### src/rtl/draw_write_sched.sv
// Draw framebuffer write-port scheduler: clears the buffer, then writes the
// renderer's pixel requests (clipping off-screen points) and signals frame end.
module draw_write_sched #(
  parameter int DRAW_WIDTH  = 640,
  parameter int DRAW_HEIGHT = 480,
  parameter int DRAW_SIZE   = DRAW_WIDTH * DRAW_HEIGHT,
  parameter int DRAW_ADDRW  = $clog2(DRAW_SIZE),
  parameter int DRAW_DATAW  = 1,
  parameter logic [DRAW_DATAW-1:0] CLEAR_VAL = '0
) (
  input  logic                  clk,
  input  logic                  rst,
  input  logic                  frame_start,
  input  logic                  plot_valid,
  output logic                  plot_ready,
  input  logic [15:0]           plot_x,
  input  logic [15:0]           plot_y,
  input  logic [DRAW_DATAW-1:0] plot_data,
  input  logic                  plot_last,
  output logic                  busy,
  output logic                  frame_done,
  output logic [15:0]           clip_count,
  output logic [DRAW_ADDRW-1:0] draw_addr_write,
  output logic [DRAW_DATAW-1:0] draw_data_in,
  output logic                  draw_we
);

  typedef enum logic [1:0] {
    S_IDLE  = 2'd0,
    S_CLEAR = 2'd1,
    S_PLOT  = 2'd2,
    S_DONE  = 2'd3
  } state_t;

  state_t                r_state;
  state_t                w_next;
  logic [DRAW_ADDRW-1:0] r_cnt;
  logic [DRAW_ADDRW-1:0] w_cnt;
  logic                  r_we;
  logic                  w_we;
  logic [DRAW_ADDRW-1:0] r_addr;
  logic [DRAW_ADDRW-1:0] w_addr;
  logic [DRAW_DATAW-1:0] r_data;
  logic [DRAW_DATAW-1:0] w_data;
  logic                  r_done;
  logic                  w_done;
  logic [15:0]           r_clip;
  logic [15:0]           w_clip;
  logic                  w_hs;
  logic                  w_in_bounds;
  logic [DRAW_ADDRW-1:0] w_lin_addr;
  logic                  w_clear_last;

  assign plot_ready   = (r_state == S_PLOT);
  assign busy         = (r_state != S_IDLE);
  assign w_hs         = plot_valid & plot_ready;
  assign w_in_bounds  = ({16'd0, plot_x} < 32'(DRAW_WIDTH)) && ({16'd0, plot_y} < 32'(DRAW_HEIGHT));
  // Full 32-bit product before truncation so wide rows never alias early.
  assign w_lin_addr   = DRAW_ADDRW'(32'(plot_y) * 32'(DRAW_WIDTH) + 32'(plot_x));
  assign w_clear_last = (r_cnt == DRAW_ADDRW'(DRAW_SIZE - 1));

  always_ff @(posedge clk or posedge rst) begin
    if (rst) begin
      r_state <= S_IDLE;
    end else begin
      r_state <= w_next;
    end
  end

  always_comb begin
    w_next = r_state;
    case (r_state)
      S_IDLE:  w_next = frame_start ? S_CLEAR : S_IDLE;
      S_CLEAR: w_next = w_clear_last ? S_PLOT : S_CLEAR;
      S_PLOT:  w_next = (w_hs && plot_last) ? S_DONE : S_PLOT;
      S_DONE:  w_next = S_IDLE;
      default: w_next = S_IDLE;
    endcase
  end

  always_comb begin
    w_we   = 1'b0;
    w_addr = r_addr;
    w_data = r_data;
    w_cnt  = r_cnt;
    w_clip = r_clip;
    w_done = (r_state == S_PLOT) && w_hs && plot_last;
    case (r_state)
      S_IDLE: begin
        if (frame_start) begin
          w_cnt  = {DRAW_ADDRW{1'b0}};
          w_clip = 16'd0;
        end else begin
          w_cnt  = r_cnt;
        end
      end
      S_CLEAR: begin
        w_we   = 1'b1;
        w_addr = r_cnt;
        w_data = CLEAR_VAL;
        w_cnt  = r_cnt + DRAW_ADDRW'(1);
      end
      S_PLOT: begin
        if (w_hs && w_in_bounds) begin
          w_we   = 1'b1;
          w_addr = w_lin_addr;
          w_data = plot_data;
        end else if (w_hs) begin
          w_clip = (r_clip == 16'hFFFF) ? r_clip : r_clip + 16'd1;
        end else begin
          w_we   = 1'b0;
        end
      end
      S_DONE:  w_we = 1'b0;
      default: w_we = 1'b0;
    endcase
  end

  always_ff @(posedge clk or posedge rst) begin
    if (rst) begin
      r_cnt  <= {DRAW_ADDRW{1'b0}};
      r_we   <= 1'b0;
      r_addr <= {DRAW_ADDRW{1'b0}};
      r_data <= {DRAW_DATAW{1'b0}};
      r_done <= 1'b0;
      r_clip <= 16'd0;
    end else begin
      r_cnt  <= w_cnt;
      r_we   <= w_we;
      r_addr <= w_addr;
      r_data <= w_data;
      r_done <= w_done;
      r_clip <= w_clip;
    end
  end

  assign draw_we         = r_we;
  assign draw_addr_write = r_addr;
  assign draw_data_in    = r_data;
  assign frame_done      = r_done;
  assign clip_count      = r_clip;

endmodule
### config.mk
export PLATFORM = sky130hd
export DESIGN_NAME = draw_write_sched
export DESIGN_NICKNAME = d
export VERILOG_FILES = /design/src/rtl/draw_write_sched.sv
export SDC_FILE = /design/constraint.sdc
export NUM_CORES = 1
export LEC_CHECK = 0
export BUFFER_PORTS_ARGS = -buffer_cell sky130_fd_sc_hd__buf_2
export CORE_AREA = 5 5 104 106
export CTS_CLUSTER_DIAMETER = 120
export DETAILED_ROUTE_END_ITERATION = 8
export DIE_AREA = 0 0 109 111
export GPL_ROUTABILITY_DRIVEN = 0
export GPL_TIMING_DRIVEN = 0
export SLEW_MARGIN = 20
export SYNTH_ARGS = -nofsm -noshare
export SYNTH_HDL_FRONTEND = slang
export SYNTH_SLANG_ARGS = --single-unit
### constraint.sdc
create_clock -name clk -period 2.7 [get_ports clk]
set_clock_uncertainty 0.15 [all_clocks]
set_input_delay 0 -clock clk [delete_from_list [all_inputs] [get_ports clk]]
set_output_delay 0 -clock clk [all_outputs]
set_load 0.1 [all_outputs]
==> reports/results.ini, run 1 <==
[worst_setup_path]
startpoint_type = primary input
crit_slowest_cell = fa_2
cp-end-kind = register
reg2regPathDepth = 10
critPathTopFamily = adder cells
reg2reg_to = clip_count[11]
path_class = primary input to register
path_buf_inv = 1
required_ns = 2.78
max_stage_delay_ns = 0.37
regToRegStartpoint = clip_count[0]
regToRegSetupSlack_ns = 0.22
crit_chain = buf_2, ha_1, ha_1, fa_2, a21o_1, a21oi_1, xnor2_1, ha_2, a21o_1, nor3_1, o21ai_1, nand3_2, o31ai_1, nor3b_2, o22ai_1
worstPathArrival_ns = 2.69
worstPathMaxFanout = 4

[final_layout]
num_antenna_cells = 0
area_growth_pct = 24.8
fill_cells = 931
finalNetCount = 602
stdcell_area_sq_um = 4830
multi_input_area_sq_um = 2320
layout.cells.non_filler = 668
seq_area_sq_um = 1490
layout-drive-gt1-share_pct = 25.0

[route]
wl_um = 10100
drt-initial-drc-count = 133
ant_nets = 0
via_count = 3503
first_pass_iters = 5
viasPerCell = 5.24
drc = 0
post_drt_wl_per_cell_um = 15.1

[global_routing]
grt_pass1_vias = 3483
grt_max_degree = 48
antenna_found_initial = 0
grt-ovfl-total = 0
grt.total_usage_pct = 17.4
grt_first_pass_wirelength_um = 16800

[floorplanning]
die_area_sq_um = 12100
die_w_um = 109
start_util_pct = 39.9
die_y_um = 111
pin_count = 78
core_sq_um = 9680
rows = 36

[placed_design]
dp_cells = 638
placed_area_sq_um = 4490
hpwl_um = 7710
io_buffers = 77

[outcome]
status = finished, final reports clean

[power]
leakagePower_nw = 2.25
powerDensity_nw_per_um2 = 419
vdd_ir_drop_max_uv = 198

[timing]
min_period_ns = 2.61
fin_crit_sh_pct = 96.8
relSlewSlack_pct = 52.3
setup_tns_ns = 0
final-max-slew-violation-count = 0
rsz0062_at_grt = yes
fmaxAchievable_mhz = 383
hold_viol_final = 0
setup_viol = 0
worst_slew_pin_slew_ns = 0.715

[run]
drv_cap = 0

[synth]
synthTopCellsByArea = dfrtp_1 38%, ha_1 10%, nor2_1 5.2%
synthCells = 427
ys_ff_latch = 59
netlist.area_leader.share_pct = 38.2
async_flop_share_pct = 100
netlist_area_sq_um = 3870
synth_top_cell_by_area = dfrtp_1
synth_flop_cell = dfrtp_1
seq_area_frac_synth_pct = 38.2
avgSynthCellArea_sq_um = 9.06
ys_types = 52
yosysWarnings = 0
synth-edff-count = 0
syn-num-nets = 499

[clock_network]
ctsHtreeMaxLevel = 3
cts-buffers-inserted = 9
cts_buffer_depth = 2
path_clk_slew_ns = 0.07
clock-sinks = 59
cts_tree = built
cts_root_buf = clkbuf_8
clock_latency_ns = 0.35

[min_path]
worstHoldStart = plot_y[0]
hold_end = draw_addr_write[7]
min_path_cells = 4
hold_class = primary input to register

-- power by group --
part	internal [mW]	total [mW]	switching, mW
registers	0.884	0.884	0
logic	0.205	0.438	0.233
clock network	0.354	0.704	0.349
-- how the worst max path moves through the flow --
stage / start / end / depth (start not counted)
finish: plot_y[1] / draw_addr_write[18] / 15
global route: plot_y[1] / draw_addr_write[18] / 15
CTS: plot_y[1] / draw_addr_write[16] / 14
detailed placement: plot_y[1] / draw_addr_write[18] / 14
global placement: plot_y[1] / draw_addr_write[16] / 14
floorplan: clip_count[0] / clip_count[11] / 10
-- area by class of cell --
class | instances | share of cell area (%)
Multi-Input combinational cell | 338 | 48.0
Tap cell | 133 | 3.45
Buffer | 13 | 1.45
Timing Repair Buffer | 93 | 11.6
Clock buffer | 13 | 3.08
Sequential cell | 59 | 30.8
Inverter | 16 | 1.30
Clock inverter | 3 | 0.311
-- repair_timing --
| action | CTS | global route |
|---|---|---|
| hold buffers | 13 | 0 |
| pin swaps | 0 | 2 |
| buffers inserted | 0 | 2 |
| hold endpoints to repair | 69 | 0 |
| setup endpoints to repair | 33 | 19 |
| gates resized for setup | 1 | 9 |
-- synth_stat cells, types with 5 or more instances --
library cell / count
a21oi_1: 24
a31oi_1: 7
and2_1: 5
and3_1: 8
buf_2: 5
clkbuf_1: 7
dfrtp_1: 59
ha_1: 32
inv_1: 16
mux2i_1: 12
nand2_1: 26
nand3_1: 21
nor2_1: 54
nor3_1: 6
o21a_1: 5
o21ai_0: 34
o31ai_1: 10
or2_2: 5
or3_1: 5
xnor2_1: 14
xor2_1: 11
-- tightest hold or removal path, cell delays in order --
cell     delay (ns)
buf_2          0.10
ha_1           0.14
mux2i_1        0.07
a21oi_1        0.15
-- through the flow --
stage / power, mW / worst slack (ns) / hold WS, ns / util [%]
detailed placement: 1.31 / -0.355 / -0.216 / 46.3
CTS: 2.03 / 0.0198 / 0.0275 / 49.4
global route: 2.14 / -0.107 / 0.0400 / 49.9
global placement: 1.29 / -0.317 / 0.149 / 46.0
floorplan: 1.20 / 0.0199 / 0.00641 / -
finish: 2.03 / 0.0858 / 0.00109 / 49.9
-- flip-flops by register name, indices dropped and copies added (netlist names), named ones only --
| signal | count |
|---|---|
| r_state | 1 |
| frame_done | 1 |
| draw_addr_write | 19 |
| draw_we | 1 |
| clip_count | 16 |
| draw_data_in | 1 |
| r_cnt | 19 |
-- metal layers --
layer	vias to the layer above	track usage [%]	share of wire, %
li1	1749	-	-
met1	1677	22.6	46
met2	68	28.8	49
met3	9	4.37	4.8
met4	0	4.38	0.83
met5	-	0	0
-- cell families after synthesis --
group                    share of synthesized area [%]
AND/OR/NAND/NOR                                   19.6
XOR/XNOR                                          5.66
AO/OA/AOI/OAI                                     18.3
flip-flops                                        38.2
buffers and inverters                             3.46
multiplexers                                      3.40
adder cells (fa/ha/maj)                           11.4
-- layout by cell type (no fill, tap or decap), drive strengths merged, types with 7 or more instances in the layout --
cell type,Yosys,final
and3,8,8
xor2,11,11
inv,16,16
ha,32,32
buf,7,87
dlygate4sd3,0,13
nand2,26,26
clkbuf,7,19
xnor2,14,14
a31oi,7,7
a21oi,24,24
dfrtp,59,59
o31ai,10,10
nor2,54,54
nand3,22,22
o21ai,38,38
mux2i,12,12
(Power assumes the default switching activity.)
==> inputs of run 2 (changes only) <==
Settings changed: CORE_AREA 5 5 104 106 to 5 5 90 92, DIE_AREA 0 0 109 111 to 0 0 95 97, PLACE_DENSITY set to 0.79.
==> reports/results.ini, run 2 (synthesis results as in run 1) <==
[outcome]
status = finished with violations
violations = hold timing

[global_routing]
grt.total_usage_pct = 21.8
grt_pass1_vias = 3512
grt-ovfl-total = 0
grt_max_degree = 60
grt_first_pass_wirelength_um = 16300
antenna_found_initial = 0

[worst_setup_path]
critPathTopFamily = adder cells
regToRegSetupSlack_ns = 0.24
reg2reg_to = clip_count[11]
crit_slowest_cell = fa_2
max_stage_delay_ns = 0.36
cp-end-kind = register
reg2regPathDepth = 10
required_ns = 2.76
worstPathMaxFanout = 4
regToRegStartpoint = clip_count[0]
startpoint_type = primary input
path_buf_inv = 1
path_class = primary input to register
crit_chain = buf_2, ha_1, ha_1, fa_2, a21o_1, a21oi_2, xnor2_1, ha_2, a21o_1, nor3_1, o21ai_1, nand3_2, o31ai_2, nor3b_2, o22ai_1
worstPathArrival_ns = 2.68

[clock_network]
clock_latency_ns = 0.34
ctsHtreeMaxLevel = 3
clock-sinks = 59
cts-buffers-inserted = 9
cts_tree = built
path_clk_slew_ns = 0.06
cts_buffer_depth = 2
cts_root_buf = clkbuf_8

[timing]
fmaxAchievable_mhz = 383
rsz0062_at_grt = yes
final-max-slew-violation-count = 0
whs_ns = -0.0188
setup_viol = 0
worst_slew_pin_slew_ns = 0.730
hold_viol_final = 1
min_period_ns = 2.61
fin_crit_sh_pct = 96.8
relSlewSlack_pct = 51.3

[power]
leakagePower_nw = 2.25
finalPower_mw = 2.14
vdd_ir_drop_max_uv = 265
p_sw_share_pct = 27.6
pwr-share-seq_pct = 41.4
p_clk_share_pct = 37.7
powerDensity_nw_per_um2 = 447
p_comb_share_pct = 21.0
switchingPower_mw = 0.590
intPower_mw = 1.55

[final_layout]
seq_area_sq_um = 1490
mostFrequentLayoutCells = 82 x buf_2, 54 x nor2_1, 49 x dfrtp_1
finalNetCount = 600
layout_commonest_cell = buf_2
layout.cells.non_filler = 632
layout-drive-gt1-share_pct = 25.1
area_growth_pct = 23.6
num_antenna_cells = 0
multi_input_area_sq_um = 2310
fill_cells = 612

[floorplanning]
rows = 31
core_sq_um = 7140
die_area_sq_um = 9220
die_w_um = 95
pin_count = 78
die_y_um = 97
start_util_pct = 54.2

[route]
m1WireLength_um = 4230
drt-initial-drc-count = 218
drc = 0
first_pass_iters = 4
met2WireLength_um = 5010
via_count = 3616
wl_um = 9980
top_layer = met4
ant_nets = 0
viasPerCell = 5.72
wl_met3_um = 635
post_drt_wl_per_cell_um = 15.8

[placed_design]
io_buffers = 77
dp_cells = 603
hpwl_um = 7350

[run]
drv_cap = 0

[min_path]
min_path_cells = 4
worstHoldStart = plot_x[13]
hold_class = primary input to register
hold_end = draw_addr_write[17]

## run 2: area by class of cell
type | count | area share [%]
Buffer | 13 | 1.47
Clock buffer | 15 | 4.11
Clock inverter | 1 | 0.105
Inverter | 16 | 1.31
Multi-Input combinational cell | 338 | 48.4
Sequential cell | 59 | 31.1
Tap cell | 99 | 2.59
Timing Repair Buffer | 91 | 10.9
## run 2: timing repair
item,4_1_cts,5_1_grt
hold endpoints to repair,69,0
setup endpoints to repair,30,11
hold buffers,12,0
resized for setup,4,5
buffers inserted,0,2
pin swaps,2,3
## run 2: how the worst max path moves through the flow
stage               cells past startpoint  slack, ns                   to     startpoint
finish                                 15       0.09  draw_addr_write[18]      plot_y[1]
global placement                       15      -0.29  draw_addr_write[18]      plot_y[1]
floorplan                              10       0.02       clip_count[11]  clip_count[0]
detailed placement                     15      -0.37  draw_addr_write[18]      plot_y[1]
CTS                                    14      0.007  draw_addr_write[18]      plot_y[1]
global route                           15      -0.07  draw_addr_write[18]      plot_y[1]
## run 2: worst min-delay path, cell delays in order
cell	delay, ns
buf_2	0.10
nor4_1	0.05
nand4b_1	0.16
o21ai_0	0.11
## run 2: power by group through the flow
stage	logic [mW]	registers, mW	clock network, mW
floorplan	0.299	0.900	0
global placement	0.388	0.900	0
detailed placement	0.403	0.900	0
CTS	0.425	0.884	0.807
global route	0.503	0.883	0.848
finish	0.448	0.884	0.806
## run 2: routing by layer
layer  vias up  track usage (%)
li1       1740                -
met1      1757             28.1
met2       109             37.3
met3        10             4.97
met4         0             4.11
met5         -                0
## run 2: metrics by stage
| step | setup slack [ns] | area (sq um) | utilization, % | setup TNS (ns) |
|---|---|---|---|---|
| after floorplan | 0.0199 | 3900 | - | 0 |
| after global placement | -0.286 | 4410 | 61.8 | -2.61 |
| after detailed placement | -0.365 | 4420 | 61.9 | -2.24 |
| after CTS | 0.00731 | 4750 | 66.5 | 0 |
| after global routing | -0.0723 | 4780 | 67.0 | -0.0795 |
| final | 0.0858 | 4780 | 67.0 | 0 |
==> inputs of run 3 (changes only) <==
Settings changed: ABC_AREA set to 1, CORE_AREA 5 5 90 92 to 5 5 93 95, DIE_AREA 0 0 95 97 to 0 0 98 100, PLACE_DENSITY 0.79 to 0.8.
==> reports/results.ini, run 3 <==
[clock_network]
path_clk_slew_ns = 0.07
cts_root_buf = clkbuf_8
clock-sinks = 59
clock_latency_ns = 0.35
cts-buffers-inserted = 9
cts_buffer_depth = 2
ctsHtreeMaxLevel = 3
cts_tree = built

[worst_setup_path]
crit_path_start = r_state[0]
crit_top_cell = nand2_1
crit_chain = inv_1, ha_1, nand2_1, nor2_1, and3_1, nand4_1, o21ai_2, inv_2, buf_2, nand2_1, nand2_1
worstPathArrival_ns = 2.56
cp-end-kind = register
max_stage_delay_ns = 0.43
worstPathMaxFanout = 10
startpoint_type = register
required_ns = 2.77
crit_slowest_cell = dfrtp_1
path_class = register to register
regToRegStartpoint = r_state[0]

[synth]
synth.most_common_cell = nand2_1
synth_commonest_cells = 180 x nand2_1, 72 x inv_1, 59 x dfrtp_1, 44 x nor2_1, 39 x nand3_1
yosysWarnings = 0
syn-num-nets = 664
synth_top_cell_by_area = dfrtp_1
synthCells = 592
synthTopCellsByArea = dfrtp_1 35%, nand2_1 16%, ha_1 9.4%
synth-edff-count = 0
seq_area_frac_synth_pct = 34.6
netlist_area_sq_um = 4270
ys_ff_latch = 59
avgSynthCellArea_sq_um = 7.21
async_flop_share_pct = 100
synth_flop_cell = dfrtp_1
ys_types = 40
netlist.area_leader.share_pct = 34.6

[route]
wl_um = 11600
viasPerCell = 5.48
post_drt_wl_per_cell_um = 14.4
via_count = 4410
drt-initial-drc-count = 273
drc = 0
first_pass_iters = 5
ant_nets = 0

[final_layout]
layout-drive-gt1-share_pct = 17.4
area_growth_pct = 21.2
mostFrequentLayoutCells = 180 x nand2_1, 82 x buf_2, 71 x inv_1
stdcell_area_sq_um = 5170
layout_commonest_cell = nand2_1
finalNetCount = 770
num_antenna_cells = 0

[global_routing]
grt.total_usage_pct = 24.1
grt-ovfl-total = 0
grt_max_degree = 60
antenna_found_initial = 0
grt_pass1_vias = 4289
grt_first_pass_wirelength_um = 19700

[min_path]
hold_class = primary input to register
worstHoldStart = plot_x[14]

[timing]
whs_ns = 0.0296
fmaxAchievable_mhz = 402
fin_crit_sh_pct = 92.0
hold_viol_final = 0
relSlewSlack_pct = 52.1
final-max-slew-violation-count = 0
min_period_ns = 2.49
setup_tns_ns = 0
worst_slew_pin_slew_ns = 0.718
setup_viol = 0

[floorplanning]
die_w_um = 98
die_area_sq_um = 9800
rows = 32
pin_count = 78
start_util_pct = 55.8
core_sq_um = 7650
die_y_um = 100

[run]
drv_cap = 0

[power]
leakagePower_nw = 2.75
vdd_ir_drop_max_uv = 534
finalPower_mw = 3.77
powerDensity_nw_per_um2 = 730

[outcome]
status = finished, final reports clean

[placed_design]
io_buffers = 77
hpwl_um = 8500
placed_area_sq_um = 4780

-- run 3: cell types whose count changed after synthesis, sizes merged, moves of 7 or more --
cell,change
nor3,+14
nand3,+18
xnor2,-9
o211ai,+13
nand2,+157
and3,-7
nand4,+9
inv,+60
nor2,-8
mux2i,-12
o21ai,-11
-- run 3: logic make-up (layout without fill, tap and decap cells) --
kind of cell	after synthesis	after routing	share of synthesized area (%)
compound gates	81	81	11.8
xor+xnor	18	18	3.69
fa+ha+maj	34	34	10.3
buf+inv	89	200	8.24
flops	59	59	34.6
simple gates	311	311	31.4
-- run 3: stage by stage --
step,setup WS [ns],cells,utilization [%]
global route,-0.0112,805,67.6
floorplan,0.00881,592,-
CTS,0.147,803,67.3
detailed placement,-0.189,771,62.5
global placement,-0.153,771,62.5
finish,0.215,805,67.6
-- run 3: path summary, 6_finish.rpt --
check,cells past startpoint,slack (ns),endpoint
worst min-delay path,4,0.03,draw_we
worst min register to register,2,0.33,draw_addr_write[11]
max in group asynchronous,3,1.74,r_cnt[11]
worst max register to register,11,0.21,draw_addr_write[5]
min in group asynchronous,3,0.17,clip_count[0]
worst max-delay path,11,0.21,draw_addr_write[5]
-- run 3: worst max-delay path, delay by kind of cell, from the launching register on --
kind	cells	cell delay, ns
compound gates	1	0.18
fa+ha+maj	1	0.26
buf+inv	3	0.47
flops	1	0.43
simple gates	6	0.86
-- run 3: layer usage --
metal	global-route usage [%]	wire length (um)	vias up
li1	-	-	2162
met1	30.8	4780	2038
met2	41.1	5730	185
met3	5.35	809	25
met4	6.92	267	0
met5	0	0	-
-- run 3: area by class of cell --
class | instances | area, sq um
buffer | 13 | 66.3
clock buffer | 10 | 128
clock inverter | 6 | 80.1
fill | 631 | 2480
inverter | 76 | 288
multi-input combinational | 444 | 2440
sequential | 59 | 1480
tap | 102 | 128
timing repair buffer | 95 | 561
-- run 3: report_power, final --
| part | internal [mW] | switching [mW] |
|---|---|---|
| Combinational | 0.459 | 1.33 |
| Sequential | 1.01 | 0.109 |
| Clock | 0.513 | 0.352 |
-- run 3: timing repair --
item | CTS | global route
gates resized for setup | 0 | 3
setup endpoints to repair | 0 | 3
endpoints found under the hold margin | 72 | 0
hold buffers | 16 | 0
setup buffers | 0 | 2
